File: src/rtl/fetch_unit_pkg.sv
// Shared constants and types for the instruction fetch unit.
package fetch_unit_pkg;

    typedef enum logic [1:0] {
        S_IDLE = 2'd0,
        S_REQ  = 2'd1,
        S_HOLD = 2'd2
    } state_e;

    localparam logic [31:0] WORD_ZERO = '0;
    localparam logic [31:0] PC_INCR   = 32'd4;

    function automatic logic [31:0] align_word(input logic [31:0] addr);
        return addr & ~32'h0000_0003;
    endfunction

endpackage

File: src/rtl/fetch_unit_redirect_mux.sv
// Redirect target selection: branch wins over jump, result is word-aligned.
module fetch_unit_redirect_mux
    import fetch_unit_pkg::*;
(
    input  logic        br_taken,
    input  logic [31:0] br_target,
    input  logic        jmp,
    input  logic [31:0] jmp_target,
    output logic        redirect,
    output logic [31:0] target
);

    always_comb begin
        redirect = br_taken | jmp;
        target   = align_word(br_taken ? br_target : jmp_target);
    end

endmodule

File: src/rtl/fetch_unit.sv
// Instruction fetch: one outstanding memory request, a one-entry hold buffer
// for decode, and redirect handling that drops in-flight data.
module fetch_unit
    import fetch_unit_pkg::*;
(
    input  logic        clk,
    input  logic        rst,
    input  logic [31:0] pc_in,
    output logic [31:0] pc_next,
    output logic        imem_req,
    output logic [31:0] imem_addr,
    input  logic        imem_ack,
    input  logic [31:0] imem_rdata,
    output logic        if_valid,
    output logic [31:0] if_instr,
    output logic [31:0] if_pc,
    input  logic        id_ready,
    input  logic        br_taken,
    input  logic [31:0] br_target,
    input  logic        jmp,
    input  logic [31:0] jmp_target
);

    state_e      state_q, state_d;
    logic [31:0] req_addr_q, req_addr_d;
    logic        discard_q, discard_d;
    logic        if_valid_q, if_valid_d;
    logic [31:0] if_instr_q, if_instr_d;
    logic [31:0] if_pc_q, if_pc_d;

    logic        redirect;
    logic [31:0] redir_target;

    fetch_unit_redirect_mux u_redirect_mux (
        .br_taken   (br_taken),
        .br_target  (br_target),
        .jmp        (jmp),
        .jmp_target (jmp_target),
        .redirect   (redirect),
        .target     (redir_target)
    );

    always_ff @(posedge clk) begin
        if (rst) begin
            state_q    <= S_IDLE;
            req_addr_q <= WORD_ZERO;
            discard_q  <= 1'b0;
            if_valid_q <= 1'b0;
            if_instr_q <= WORD_ZERO;
            if_pc_q    <= WORD_ZERO;
        end else begin
            state_q    <= state_d;
            req_addr_q <= req_addr_d;
            discard_q  <= discard_d;
            if_valid_q <= if_valid_d;
            if_instr_q <= if_instr_d;
            if_pc_q    <= if_pc_d;
        end
    end

    always_comb begin
        state_d    = state_q;
        req_addr_d = req_addr_q;
        discard_d  = discard_q;
        if_valid_d = if_valid_q;
        if_instr_d = if_instr_q;
        if_pc_d    = if_pc_q;
        case (state_q)
            S_IDLE: begin
                state_d    = S_REQ;
                req_addr_d = redirect ? redir_target : align_word(pc_in);
            end
            S_REQ: begin
                if (imem_ack) begin
                    discard_d = 1'b0;
                    // Stale or redirected responses re-issue; only a clean ack fills the buffer.
                    if (redirect) begin
                        req_addr_d = redir_target;
                    end else if (discard_q) begin
                        req_addr_d = align_word(pc_in);
                    end else begin
                        state_d    = S_HOLD;
                        if_valid_d = 1'b1;
                        if_instr_d = imem_rdata;
                        if_pc_d    = req_addr_q;
                    end
                end else if (redirect) begin
                    discard_d = 1'b1;
                end
            end
            S_HOLD: begin
                if (redirect || id_ready) begin
                    state_d    = S_REQ;
                    if_valid_d = 1'b0;
                    req_addr_d = redirect ? redir_target : align_word(pc_in);
                end
            end
            default: state_d = S_IDLE;
        endcase
    end

    always_comb begin
        imem_req  = (state_q == S_REQ);
        imem_addr = req_addr_q;
        if_valid  = if_valid_q;
        if_instr  = if_instr_q;
        if_pc     = if_pc_q;
        if (rst) begin
            pc_next = WORD_ZERO;
        end else if (redirect) begin
            pc_next = redir_target;
        end else if (state_q == S_REQ && imem_ack && !discard_q) begin
            pc_next = req_addr_q + PC_INCR;
        end else begin
            pc_next = pc_in;
        end
    end

endmodule

File: config.mk
export PLATFORM = sky130hd
export DESIGN_NAME = fetch_unit
export DESIGN_NICKNAME = d
export VERILOG_FILES = /design/src/rtl/fetch_unit_pkg.sv /design/src/rtl/fetch_unit_redirect_mux.sv /design/src/rtl/fetch_unit.sv
export SDC_FILE = /design/constraint.sdc
export NUM_CORES = 1
export LEC_CHECK = 0
export BUFFER_PORTS_ARGS = -buffer_cell sky130_fd_sc_hd__buf_2
export CAP_MARGIN = 5
export CORE_MARGIN = 2
export CORE_UTILIZATION = 43
export CTS_BUF_LIST = sky130_fd_sc_hd__clkbuf_16
export DETAILED_ROUTE_END_ITERATION = 10
export PLACE_DENSITY = 0.78
export SETUP_SLACK_MARGIN = 0.5
export SLEW_MARGIN = 20
export SYNTH_ARGS = -nofsm -noshare
export SYNTH_HDL_FRONTEND = slang
export SYNTH_HIERARCHICAL = 1
export SYNTH_SLANG_ARGS = --single-unit
File: constraint.sdc
create_clock -name clk -period 2.54 [get_ports clk]
set_clock_uncertainty 0.15 [all_clocks]
set_input_delay 0.381 -clock clk [delete_from_list [all_inputs] [get_ports clk]]
set_output_delay 0.381 -clock clk [all_outputs]
set_load 0.01 [all_outputs]
==> out/metrics.cfg <==
[setup_path]
crit_type = flip-flop to output pin
cp_max_fo = 4
end_kind = output pin
cp-start-kind = flip-flop
cp.required_ps = 2010
worstPathArrival_ps = 2340

[timing]
period_share = 1.132
fmax_mhz = 347.7
fin_hold_ws_ps = 112.2
setup_viol = 20
rsz0062_at_grt = true
hold_violations = 0
worst_slack_ps = -336.0
fin_crit_ps = 2876
drv_slew = 0
worst_pin_slew_ps = 562.3
slew_headroom = 0.6251

[synthesis]
synth_edf_count = 0
synth.ff_latch_count = 100
yosysUniqueCellTypes = 55
synth_flop_cell = dfxtp_1
yosysSeqAreaShare = 0.3631
synth_cells = 692
syn_area_um2 = 5513
avgSynthCellArea_um2 = 7.966
async_flop_share = 0
ys_warn_count = 6

[global_route]
grt_pass1_wl_um = 29890
antenna_found_initial = 1
gr-total-overflow = 0
grt_usage = 0.2788
grt_max_degree = 43
grt_pass1_vias = 6084

[pwr]
clkPwrFrac = 0.334
p_seq_frac = 0.389
power.total_mw = 4.374
pwr_density_cell_nw_per_um2 = 481.1
switching_share = 0.2944
p_comb_frac = 0.277
switching_power_mw = 1.288
p_leak_nw = 4.020
ir_drop_uv = 350.7
internal_power_mw = 3.086

[route]
met1Wirelength_um = 8331
wl_per_cell_um = 16.74
firstDrtPassIters = 6
routed.top_layer = met4
avgViaCountPerCell = 5.416
drt_iter0_drc = 419
vias = 6450
drcViolationCount = 0
antenna_left = 0
wl_met3_um = 1507
routed_wl_um = 19940
route.met2.wl_um = 9644

[layout]
final_cell_mix = buf_2, nand2_1, a21oi_1
n_fill_cell = 953
layout_commonest_cell = buf_2
stdcell_area_um2 = 9091
syn_to_final_growth_pct = 64.91
drive_gt1_frac = 0.5354
regArea_um2 = 2038
multiInputGateArea_um2 = 4043
utilization = 0.7233
fin_nets = 1149
fin_cells = 1191

[clock_tree]
cts_root_buffer = clkbuf_16
clk_latency_ps = 350
ctsHtreeMaxLevel = 3
clk_pin_slew_worst_paths_ps = 70
cts_tree = done
cts.sinks = 100
numCtsBuffers = 9
cts_max_path_buffers = 2

[placement]
dp_cells = 1125
hpwl_um = 13110
port_buffers = 259
placed_area_um2 = 7769
gp_congestion = 0.8148

[status]
violations = setup timing
status = finished, violations left

[floorplan]
start_util = 0.4386
dieHeight_um = 117.2
die_w_um = 117.2
io_pins = 264
coreArea_um2 = 12570
rows = 41
dieArea_um2 = 13740

[min_path]
hold_path_class = input pin to flip-flop

[flow_run]
maxCapViolations = 0

## layout make-up
class	instances	share of cell area
multi-input combinational	528	0.4447
sequential	100	0.2242
inverter	2	0.0008258
antenna	1	0.0002753
tap	172	0.02367
timing repair buffer	373	0.2726
clock inverter	6	0.008946
clock buffer	9	0.02477
## synthesized netlist by cell type (3+ instances only)
library cell	n	share of area
nand2_1	146	0.099
dfxtp_1	100	0.36
a21oi_1	93	0.084
nor2_1	41	0.028
clkbuf_1	40	0.027
mux2_2	32	0.065
a211oi_1	27	0.037
mux2i_1	27	0.049
nand3_1	18	0.016
a31oi_1	12	0.014
a21o_1	11	0.015
a221oi_1	9	0.014
nand4_1	9	0.010
o21ai_0	9	0.0082
buf_6	8	0.016
nand2b_1	8	0.0091
or4_1	8	0.011
or3_1	7	0.0079
xnor2_1	7	0.011
buf_1	6	0.0041
o31ai_1	6	0.0082
a311oi_1	5	0.0079
nor3b_1	5	0.0068
nor4_1	5	0.0057
buf_4	4	0.0054
xor2_1	4	0.0064
clkbuf_8	3	0.0075
nor2b_1	3	0.0034
nor3_1	3	0.0027
o31a_1	3	0.0048
o32ai_1	3	0.0048
## critical path: stages, from the launching register on
cell and delay, ps:
dfxtp_2 350, nand4_1 150, buf_4 190, or4_4 530, o31a_1 280, a2111oi_4 310
buf_4 180
## registers in the layout, summed over array words and instances (netlist names)
register and flops:
if_instr 32, if_pc 32, imem_addr 32, state_q 2
discard_q 1, if_valid 1
## routing by layer
metal | track usage | vias to the layer above
met1 | 0.3438 | 3021
met4 | 0.1020 | 0
met2 | 0.4747 | 271
li1 | - | 3121
met3 | 0.06488 | 37
met5 | 0 | -
## repair_timing
action                                  CTS  global route
hold buffers                              0             0
cloned                                    4             0
gates resized for setup                  83            40
pin swaps                                35            14
endpoints found under the setup margin   32            85
buffers inserted                         32            14
## per-stage QoR
stage                     TNS (ps)  worst slack, ps
after floorplan                  0            138.3
after global placement           0            10.09
after detailed placement   -0.6091          -0.6091
after CTS                    -4262           -308.9
after global routing         -6541           -421.2
final                        -4817           -336.0
## worst paths after layout
path | start | end | depth (start not counted) | slack (ps)
worst max-delay path | imem_addr[13] | pc_next[31] | 6 | -340
worst min-delay path | imem_rdata[29] | if_instr[29] | 3 | 110
worst max register to register | discard_q | if_pc[15] | 8 | 640
worst min register to register | if_instr[31] | if_instr[31] | 2 | 300
## power by group through the flow
stage | clock [mW] | combinational, mW | sequential (mW)
2_1_floorplan | 0 | 0.566 | 1.78
3_5_place_dp | 0 | 0.997 | 1.74
5_1_grt | 1.54 | 1.30 | 1.71
3_3_place_gp | 0 | 0.983 | 1.73
6_report | 1.46 | 1.21 | 1.70
4_1_cts | 1.47 | 1.15 | 1.70
## kinds of logic after synthesis
family,count (synthesis),share of synthesized area
simple gates,267,0.2249
xor+xnor,11,0.01748
other cells,1,0.0006802
flops,100,0.3631
buf+inv,66,0.06536
mux,59,0.1144
fa+ha+maj,1,0.002269
compound gates,187,0.2118
Power figures use the tool's default switching activity.
